[src/rtl/dt_frame_sched_if.sv]
// Result-stream port of the distance-transform frame scheduler.
// It carries a valid/ready byte stream and a last-byte marker.
interface dt_frame_sched_if #(
    parameter int DATA_W = 8
) ();
    logic              out_valid;
    logic              out_ready;
    logic [DATA_W-1:0] out_data;
    logic              out_last;

    modport master (output out_valid, output out_data, output out_last, input out_ready);
    modport slave  (input out_valid, input out_data, input out_last, output out_ready);
endinterface

[src/rtl/dt_frame_sched.sv]
// Frame sequencer for the distance-transform engine and arbiter for its result RAM.
// Optional watchdog and ERR state are enabled by defining DT_WDOG_EN.
module dt_frame_sched #(
    parameter int ADDR_W = 14,
    parameter int DATA_W = 8,
    parameter int WDOG_W = 20
) (
    input  logic              clk,
    input  logic              reset,
    input  logic              start,
    output logic              busy,
    output logic              error,
    output logic [15:0]       frame_cnt,
    output logic              dt_rst_n,
    input  logic              dt_done,
    input  logic              dt_res_wr,
    input  logic              dt_res_rd,
    input  logic [ADDR_W-1:0] dt_res_addr,
    input  logic [DATA_W-1:0] dt_res_do,
    output logic [DATA_W-1:0] dt_res_di,
    output logic              ram_wr,
    output logic              ram_rd,
    output logic [ADDR_W-1:0] ram_addr,
    output logic [DATA_W-1:0] ram_do,
    input  logic [DATA_W-1:0] ram_di,
    dt_frame_sched_if.master  out_if
);
    typedef enum logic [1:0] {S_IDLE = 2'd0, S_RUN = 2'd1, S_READ = 2'd2, S_ERR = 2'd3} state_t;

    localparam logic [ADDR_W-1:0] ADDR_MAX = {ADDR_W{1'b1}};

    state_t            r_state, w_state_nxt;
    logic              r_busy, r_dt_rst_n;
    logic [15:0]       r_frame_cnt;
    logic [ADDR_W-1:0] r_rd_addr;
    logic              r_rd_all, r_inflight, r_inflight_last;
    logic              r_out_valid, r_out_last, r_skid_valid, r_skid_last;
    logic [DATA_W-1:0] r_out_data, r_skid_data;
    logic [1:0]        w_occ, w_fill;
    logic              w_pop, w_last_xfer, w_issue, w_wdog_exp;

    assign w_pop       = r_out_valid && out_if.out_ready;
    assign w_last_xfer = w_pop && r_out_last;
    // Entries held after this cycle's pop plus the byte landing from RAM; issue only if a slot is free
    assign w_occ       = {1'b0, r_out_valid} + {1'b0, r_skid_valid};
    assign w_fill      = w_occ - {1'b0, w_pop} + {1'b0, r_inflight};
    assign w_issue     = (r_state == S_READ) && !r_rd_all && (w_fill < 2'd2);

`ifdef DT_WDOG_EN
    localparam logic [WDOG_W-1:0] WDOG_LIM = {{(WDOG_W-1){1'b1}}, 1'b0};
    logic [WDOG_W-1:0] r_wdog;
    logic              r_error;

    assign w_wdog_exp = (r_state == S_RUN) && (r_wdog == WDOG_LIM);
    assign error      = r_error;

    // Watchdog: counts RUN cycles, cleared whenever the engine is not running
    always_ff @(posedge clk or negedge reset) begin
        if (!reset) begin
            r_wdog <= {WDOG_W{1'b0}};
        end else if (r_state == S_RUN) begin
            r_wdog <= r_wdog + {{(WDOG_W-1){1'b0}}, 1'b1};
        end else begin
            r_wdog <= {WDOG_W{1'b0}};
        end
    end

    // Sticky timeout flag, cleared by the restart out of ERR
    always_ff @(posedge clk or negedge reset) begin
        if (!reset) begin
            r_error <= 1'b0;
        end else if (w_state_nxt == S_ERR) begin
            r_error <= 1'b1;
        end else if (w_state_nxt == S_RUN) begin
            r_error <= 1'b0;
        end
    end
`else
    assign w_wdog_exp = 1'b0;
    assign error      = 1'b0;
`endif

    // State register
    always_ff @(posedge clk or negedge reset) begin
        if (!reset) begin
            r_state <= S_IDLE;
        end else begin
            r_state <= w_state_nxt;
        end
    end

    // Next state and RAM ownership mux; engine signals pass through only in RUN
    always_comb begin
        w_state_nxt = r_state;
        ram_wr      = 1'b0;
        ram_rd      = 1'b0;
        ram_addr    = r_rd_addr;
        ram_do      = {DATA_W{1'b0}};
        case (r_state)
            S_IDLE: begin
                if (start) w_state_nxt = S_RUN;
                else       w_state_nxt = S_IDLE;
            end
            S_RUN: begin
                ram_wr   = dt_res_wr;
                ram_rd   = dt_res_rd;
                ram_addr = dt_res_addr;
                ram_do   = dt_res_do;
                if (dt_done)         w_state_nxt = S_READ;
                else if (w_wdog_exp) w_state_nxt = S_ERR;
                else                 w_state_nxt = S_RUN;
            end
            S_READ: begin
                ram_rd = w_issue;
                if (w_last_xfer) w_state_nxt = S_IDLE;
                else             w_state_nxt = S_READ;
            end
            S_ERR: begin
                if (start) w_state_nxt = S_RUN;
                else       w_state_nxt = S_ERR;
            end
            default: w_state_nxt = S_IDLE;
        endcase
    end

    // Registered status outputs derived from the state being entered
    always_ff @(posedge clk or negedge reset) begin
        if (!reset) begin
            r_dt_rst_n  <= 1'b0;
            r_busy      <= 1'b0;
            r_frame_cnt <= 16'd0;
        end else begin
            r_dt_rst_n <= (w_state_nxt == S_RUN);
            r_busy     <= (w_state_nxt == S_RUN) || (w_state_nxt == S_READ);
            if (w_last_xfer) r_frame_cnt <= r_frame_cnt + 16'd1;
        end
    end

    // Readout address counter; parks on the last address until READ is left
    always_ff @(posedge clk or negedge reset) begin
        if (!reset) begin
            r_rd_addr       <= {ADDR_W{1'b0}};
            r_rd_all        <= 1'b0;
            r_inflight      <= 1'b0;
            r_inflight_last <= 1'b0;
        end else begin
            r_inflight      <= w_issue;
            r_inflight_last <= w_issue && (r_rd_addr == ADDR_MAX);
            if (w_state_nxt != S_READ) begin
                r_rd_addr <= {ADDR_W{1'b0}};
                r_rd_all  <= 1'b0;
            end else if (w_issue) begin
                if (r_rd_addr == ADDR_MAX) r_rd_all  <= 1'b1;
                else                       r_rd_addr <= r_rd_addr + {{(ADDR_W-1){1'b0}}, 1'b1};
            end
        end
    end

    // Two-entry output buffer: head drives the stream, skid catches the byte still in flight
    always_ff @(posedge clk or negedge reset) begin
        if (!reset) begin
            r_out_valid  <= 1'b0;
            r_out_last   <= 1'b0;
            r_out_data   <= {DATA_W{1'b0}};
            r_skid_valid <= 1'b0;
            r_skid_last  <= 1'b0;
            r_skid_data  <= {DATA_W{1'b0}};
        end else if (!r_out_valid || w_pop) begin
            if (r_skid_valid) begin
                r_out_valid  <= 1'b1;
                r_out_data   <= r_skid_data;
                r_out_last   <= r_skid_last;
                r_skid_valid <= r_inflight;
                r_skid_data  <= ram_di;
                r_skid_last  <= r_inflight_last;
            end else if (r_inflight) begin
                r_out_valid <= 1'b1;
                r_out_data  <= ram_di;
                r_out_last  <= r_inflight_last;
            end else begin
                r_out_valid <= 1'b0;
                r_out_last  <= 1'b0;
            end
        end else if (r_inflight) begin
            r_skid_valid <= 1'b1;
            r_skid_data  <= ram_di;
            r_skid_last  <= r_inflight_last;
        end
    end

    assign busy             = r_busy;
    assign dt_rst_n         = r_dt_rst_n;
    assign frame_cnt        = r_frame_cnt;
    assign dt_res_di        = ram_di;
    assign out_if.out_valid = r_out_valid;
    assign out_if.out_data  = r_out_data;
    assign out_if.out_last  = r_out_last;
endmodule

[src/flat_wrapper.sv]
// flat-port wrapper written by rule: the top's interface ports become plain ports
module dt_frame_sched_flat 
#(
    parameter int ADDR_W = 14,
    parameter int DATA_W = 8,
    parameter int WDOG_W = 20
)
  (clk, reset, start, busy, error, frame_cnt, dt_rst_n, dt_done, dt_res_wr, dt_res_rd, dt_res_addr, dt_res_do, dt_res_di, ram_wr, ram_rd, ram_addr, ram_do, ram_di, out_if_out_valid, out_if_out_data, out_if_out_last, out_if_out_ready);
  dt_frame_sched_if #(.DATA_W(DATA_W)) out_if_i ();
  input  logic clk;
  input  logic reset;
  input  logic start;
  output logic busy;
  output logic error;
  output logic [15:0] frame_cnt;
  output logic dt_rst_n;
  input  logic dt_done;
  input  logic dt_res_wr;
  input  logic dt_res_rd;
  input  logic [ADDR_W-1:0] dt_res_addr;
  input  logic [DATA_W-1:0] dt_res_do;
  output logic [DATA_W-1:0] dt_res_di;
  output logic ram_wr;
  output logic ram_rd;
  output logic [ADDR_W-1:0] ram_addr;
  output logic [DATA_W-1:0] ram_do;
  input  logic [DATA_W-1:0] ram_di;
  output wire logic [$bits(out_if_i.out_valid)-1:0] out_if_out_valid;
  output wire logic [$bits(out_if_i.out_data)-1:0] out_if_out_data;
  output wire logic [$bits(out_if_i.out_last)-1:0] out_if_out_last;
  input wire logic [$bits(out_if_i.out_ready)-1:0] out_if_out_ready;
  assign out_if_out_valid = out_if_i.out_valid;
  assign out_if_out_data = out_if_i.out_data;
  assign out_if_out_last = out_if_i.out_last;
  assign out_if_i.out_ready = out_if_out_ready;
  dt_frame_sched #(.ADDR_W(ADDR_W), .DATA_W(DATA_W), .WDOG_W(WDOG_W)) u_core (.clk(clk), .reset(reset), .start(start), .busy(busy), .error(error), .frame_cnt(frame_cnt), .dt_rst_n(dt_rst_n), .dt_done(dt_done), .dt_res_wr(dt_res_wr), .dt_res_rd(dt_res_rd), .dt_res_addr(dt_res_addr), .dt_res_do(dt_res_do), .dt_res_di(dt_res_di), .ram_wr(ram_wr), .ram_rd(ram_rd), .ram_addr(ram_addr), .ram_do(ram_do), .ram_di(ram_di), .out_if(out_if_i));
endmodule
[config.mk]
export PLATFORM = sky130hd
export DESIGN_NAME = dt_frame_sched_flat
export DESIGN_NICKNAME = d
export VERILOG_FILES = /design/src/rtl/dt_frame_sched_if.sv /design/src/rtl/dt_frame_sched.sv /design/src/flat_wrapper.sv
export SDC_FILE = /design/constraint.sdc
export NUM_CORES = 1
export LEC_CHECK = 0
export CORE_ASPECT_RATIO = 0.7
export CORE_MARGIN = 1
export CORE_UTILIZATION = 40
export CTS_CLUSTER_SIZE = 40
export DETAILED_ROUTE_END_ITERATION = 8
export PLACE_DENSITY = 0.73
export SETUP_SLACK_MARGIN = 0.02
export SYNTH_ARGS = -nofsm -noshare
export SYNTH_HDL_FRONTEND = slang
export SYNTH_SLANG_ARGS = --single-unit
[constraint.sdc]
create_clock -name clk -period 2.8 [get_ports clk]
set_input_delay 0.56 -clock clk [delete_from_list [all_inputs] [get_ports clk]]
set_output_delay 0.56 -clock clk [all_outputs]
set_load 0.02 [all_outputs]
After elaboration in Yosys (flattened, before gate mapping). Index checks and enable logic that the tools add are counted.

Register bits: 57. Input port bits: 37. Output and inout port bits: 61. Word-level logic and storage cells: 76.

Add/sub/neg operators: 5. Order comparisons: 1. Equal/unequal tests: 9. Multiplexer cells: 29. Reductions and logical operators: 18.

Operators by type and width (count): $mux 14 (4); $mux 8 (5); $add 16x1->16 const B (1); $mux 1 (15); $add 14x1->14 const B (1); $eq 14x14->1 const B (1); $pmux 2 s4 (1); $reduce_and 2->1 (4); $reduce_bool 2->1 (4); $eq 2x2->1 const B (3); $mux 2 (3); $logic_and 1x1->1 (5); $eq 2x1->1 const B (2); $ne 2x2->1 const B (2); $add 1x1->2 (1); $add 2x1->2 (1); $logic_not 1->1 (2); $logic_not 2->1 (1); $logic_or 1x1->1 (2); $lt 2x2->1 const B (1); $ne 2x1->1 const B (1); $pmux 1 s2 (1); $sub 2x1->2 (1).

Logic depth before layout (Yosys ltp).
Word-level depth: 7. Depth in mapped cells: 10. Gate-level depth less buffers: 9.

Worst setup path before layout. No wires, ideal clock.

Path kind: input-to-output. From: input out_if_out_ready. To: output ram_rd. Data arrival time: 2.410 ns. Data required time: 2.240 ns. Slack: -0.170 ns. Stages: 9. Path buffers: 2. Path through: and2_1 -> ha_1 -> inv_1 -> ha_1 -> a21oi_2 -> mux2i_1 -> buf_2 -> clkbuf_8 -> a21boi_0.

Word-level cells in the longest chain between the ends: 6.

Ends and longest elaborated chain: start, declared (line flat_wrapper.sv:31) `input wire logic [$bits(out_if_i.out_ready)-1:0] out_if_out_ready;`; $logic_and 1x1->1 (line dt_frame_sched.sv:42) `assign w_pop = r_out_valid && out_if.out_ready;`; $sub 2x1->2 (line dt_frame_sched.sv:46) `assign w_fill = w_occ - {1'b0, w_pop} + {1'b0, r_inflight};`; $add 2x1->2 (line dt_frame_sched.sv:46); $lt 2x2->1 (line dt_frame_sched.sv:47) `assign w_issue = (r_state == S_READ) && !r_rd_all && (w_fill < 2'd2);`; $logic_and 1x1->1 (line dt_frame_sched.sv:47); $pmux 1 s2 (line dt_frame_sched.sv:99) `case (r_state)`; end, declared (line flat_wrapper.sv:24) `output logic ram_rd;`.

No other way between the ends.

Worst setup path in the final report. Ends and elaborated chain as after synthesis.

==> results.py <==
metrics = {
    "grt": {
        "gr-total-overflow": 0,
        "antenna_found_initial": 0,
        "grt.total_usage_pct": 19.36,
        "grt_max_degree": 32,
        "grt_pass1_wl_um": 12040,
        "grt_pass1_vias": 2475,
    },
    "setup_path": {
        "ff2ff_path_depth": 9,
        "reg2reg_to": "u_core.r_rd_addr[6]$_DFFE_PN0P_",
        "end_kind": "primary output",
        "cp-start-kind": "input port",
        "crit_end": "ram_rd",
        "crit_required_ns": 2.24,
        "crit_start": "out_if_out_ready",
        "critPathArrivalTime_ns": 2.14,
        "critPathMaxFanout": 2,
        "crit_type": "in2out",
        "worstReg2RegStart": "u_core.out_if.out_valid$_DFFE_PN0N_",
        "ff2ff_setup_slack_ns": 0.48,
    },
    "routing": {
        "met2WireLength_um": 3190,
        "vias": 2492,
        "postRouteAntennaNets": 0,
        "drt_iter0_drc": 102,
        "drc": 0,
        "post_drt_wl_per_cell_um": 14.09,
        "highest_layer": "met4",
        "drt-pass1-iter-count": 5,
        "vias_per_cell": 5.075,
        "drt_wl_total_um": 6917,
        "wl_met3_um": 365,
        "wl_met1_um": 3257,
    },
    "timing": {
        "fin_worst_skew_ns": 0.004707,
        "hold_viol": 0,
        "min_period_ns": 2.698,
        "max_freq_mhz": 370.7,
        "slew_violations": 0,
        "setup_viol": 0,
        "worstMarginPinSlew_ns": 0.9395,
        "fin_crit_sh_pct": 96.35,
        "grt_setup_unrepaired": "yes",
        "slew_headroom_pct": 37.14,
    },
    "logic_synthesis": {
        "syn_inst": 291,
        "ys_ff_latch": 57,
        "syn_avg_cell_area_um2": 10.56,
        "synth_fp_nets": 338,
        "synth_edf_count": 0,
        "yosysMostFrequentCell": "dfrtp_1",
        "synthDistinctLibCells": 44,
        "yosys.area.top_type_share_pct": 46.42,
        "ys_seq_area_share_pct": 46.42,
        "synthesis.area_mm2": 0.003073,
        "synthTopCellsByCount": "57 x dfrtp_1, 24 x mux2_2, 22 x a21oi_1",
        "synthArstFlopShare_pct": 100.0,
        "yosys-top-cells-area": "dfrtp_1 46%, mux2_2 8.8%, ha_1 4.1%, xnor2_1 3.7%, a21oi_1 3.6%",
        "yosysWarnings": 0,
        "ys.flop_type": "dfrtp_1",
        "synth_top_cell_by_area": "dfrtp_1",
    },
    "cells_and_area": {
        "final_cells": 491,
        "fin_util_pct": 59.33,
        "areaGrowthSynthToFinish_pct": 41.94,
        "n_antenna_cell": 0,
        "multi_input_area_mm2": 0.001489,
        "drive_gt1_share_pct": 15.78,
        "register_area_mm2": 0.001426,
        "final_nets": 435,
        "fin_area_mm2": 0.004362,
        "fillers": 675,
    },
    "placed_design": {
        "io_buffer_count": 96,
        "place_congestion": 0.8067,
        "hpwlAfterDp_um": 5074,
        "dpl_cell_area_mm2": 0.004118,
        "dp_cells": 475,
    },
    "power_and_ir_drop": {
        "power_mw": 3.164,
        "swShare_pct": 33.23,
        "p_sw_mw": 1.052,
        "pwr-share-comb_pct": 41.4,
        "p_per_area_mw_per_mm2": 725.5,
        "clkPwrFrac_pct": 25.9,
        "leakage_nw": 1.880,
        "p_seq_share_pct": 32.6,
        "max-vdd-ir-drop_uv": 487.6,
        "internal_power_mw": 2.113,
    },
    "status": {
        "status": "finished, final reports clean",
    },
    "clock_tree": {
        "htreeDepth": 3,
        "insertion_delay_ns": 0.33,
        "cts.sinks": 57,
        "cts_buffer_depth": 2,
        "ctsHoldBuffers": 0,
        "clockRootBuffer": "clkbuf_8",
        "cts_made_buffers": 9,
        "cts_tree": "built",
        "cts.clk_slew.worst_paths_ns": 0.06,
    },
    "floorplanning": {
        "die_area_mm2": 0.008042,
        "die_w_um": 106.8,
        "initial_core_util_pct": 41.80,
        "die_y_um": 75.33,
        "coreArea_mm2": 0.007352,
        "boundaryPins": 98,
        "rows": 26,
    },
    "hold_path": {
        "min_path_type": "in2async",
    },
    "job": {
        "maxCapViolations": 0,
    },
}
==> layout make-up <==
class	count	area share (%)
Clock buffer	10	2.926
Clock inverter	6	1.893
Inverter	13	1.119
Multi-Input combinational cell	200	34.14
Sequential cell	57	32.70
Tap cell	98	2.811
Timing Repair Buffer	107	24.41
==> power groups by stage <==
| stage | combinational, mW | clock, mW | sequential (mW) |
|---|---|---|---|
| 6_report | 1.31 | 0.820 | 1.03 |
| 3_3_place_gp | 1.27 | 0 | 1.04 |
| 4_1_cts | 1.31 | 0.841 | 1.03 |
| 2_1_floorplan | 0.654 | 0 | 1.14 |
| 5_1_grt | 1.43 | 0.884 | 1.06 |
| 3_5_place_dp | 1.30 | 0 | 1.05 |
==> worst max-delay path, stage by stage <==
cell,delay (ns)
dlygate4sd2_1,0.24
and2_1,0.15
ha_1,0.26
inv_1,0.08
ha_4,0.20
a21oi_4,0.14
mux2i_2,0.27
a21boi_2,0.08
buf_6,0.14
==> cell usage in the layout (no fill, tap or decap), drive strengths merged, types with 12 or more instances in the layout <==
master,count
mux2i,12
xnor2,13
a21oi,23
nor2,15
dfrtp,57
mux2,24
inv,13
nand3,16
clkdlybuf4s50,89
buf,13
or4,12
nand2,14
==> state kept, by name, indices dropped and copies added (netlist names), 2 cells and up <==
register,count
u_core.r_skid_data,8
u_core.frame_cnt,16
u_core.r_rd_addr,14
u_core.r_state,2
u_core.out_if.out_data,8
==> worst min path at each step <==
stage	startpoint	endpoint	slack, ns
final	reset	u_core.r_state[0]$_DFF_PN0_	0.25
after global placement	u_core.frame_cnt[15]$_DFFE_PN0P_	u_core.frame_cnt[15]$_DFFE_PN0P_	0.47
after detailed placement	u_core.frame_cnt[15]$_DFFE_PN0P_	u_core.frame_cnt[15]$_DFFE_PN0P_	0.48
after floorplan	reset	u_core.busy$_DFF_PN0_	0.26
after CTS	reset	u_core.frame_cnt[1]$_DFFE_PN0P_	0.26
after global routing	reset	u_core.frame_cnt[1]$_DFFE_PN0P_	0.28
==> metrics by stage <==
step | setup WS, ns | setup TNS, ns | hold slack [ns]
after floorplan | 0.04910 | 0 | 0.2644
after global placement | -0.5348 | -2.069 | 0.4661
after detailed placement | -0.5298 | -2.492 | 0.4762
after CTS | 0.03337 | 0 | 0.2582
after global routing | -0.01174 | -0.01174 | 0.2768
final | 0.1023 | 0 | 0.2519
==> repair_timing <==
| item | 4_1_cts | 5_1_grt |
|---|---|---|
| buffers inserted | 0 | 0 |
| hold endpoints to repair | 0 | 0 |
| gates cloned | 0 | 0 |
| pin swaps | 4 | 3 |
| endpoints found under the setup margin | 1 | 15 |
| resized for setup | 7 | 7 |
==> cell families after synthesis <==
| group | after synthesis | synth area share (%) |
|---|---|---|
| AOI/OAI and AO/OA | 42 | 8.225 |
| other | 1 | 0.1220 |
| buffers and inverters | 34 | 6.230 |
| xor gates and xnor gates | 15 | 4.275 |
| DFF | 57 | 46.42 |
| adders and majority gates | 11 | 4.397 |
| muxes | 36 | 12.83 |
| and+or+nand+nor | 95 | 17.51 |
==> metal layers <==
layer	track usage, %	up-vias
met4	7.763	0
met2	31.83	69
li1	-	1218
met3	4.962	10
met5	0	-
met1	25.00	1195
Power figures use the tool's default switching activity.
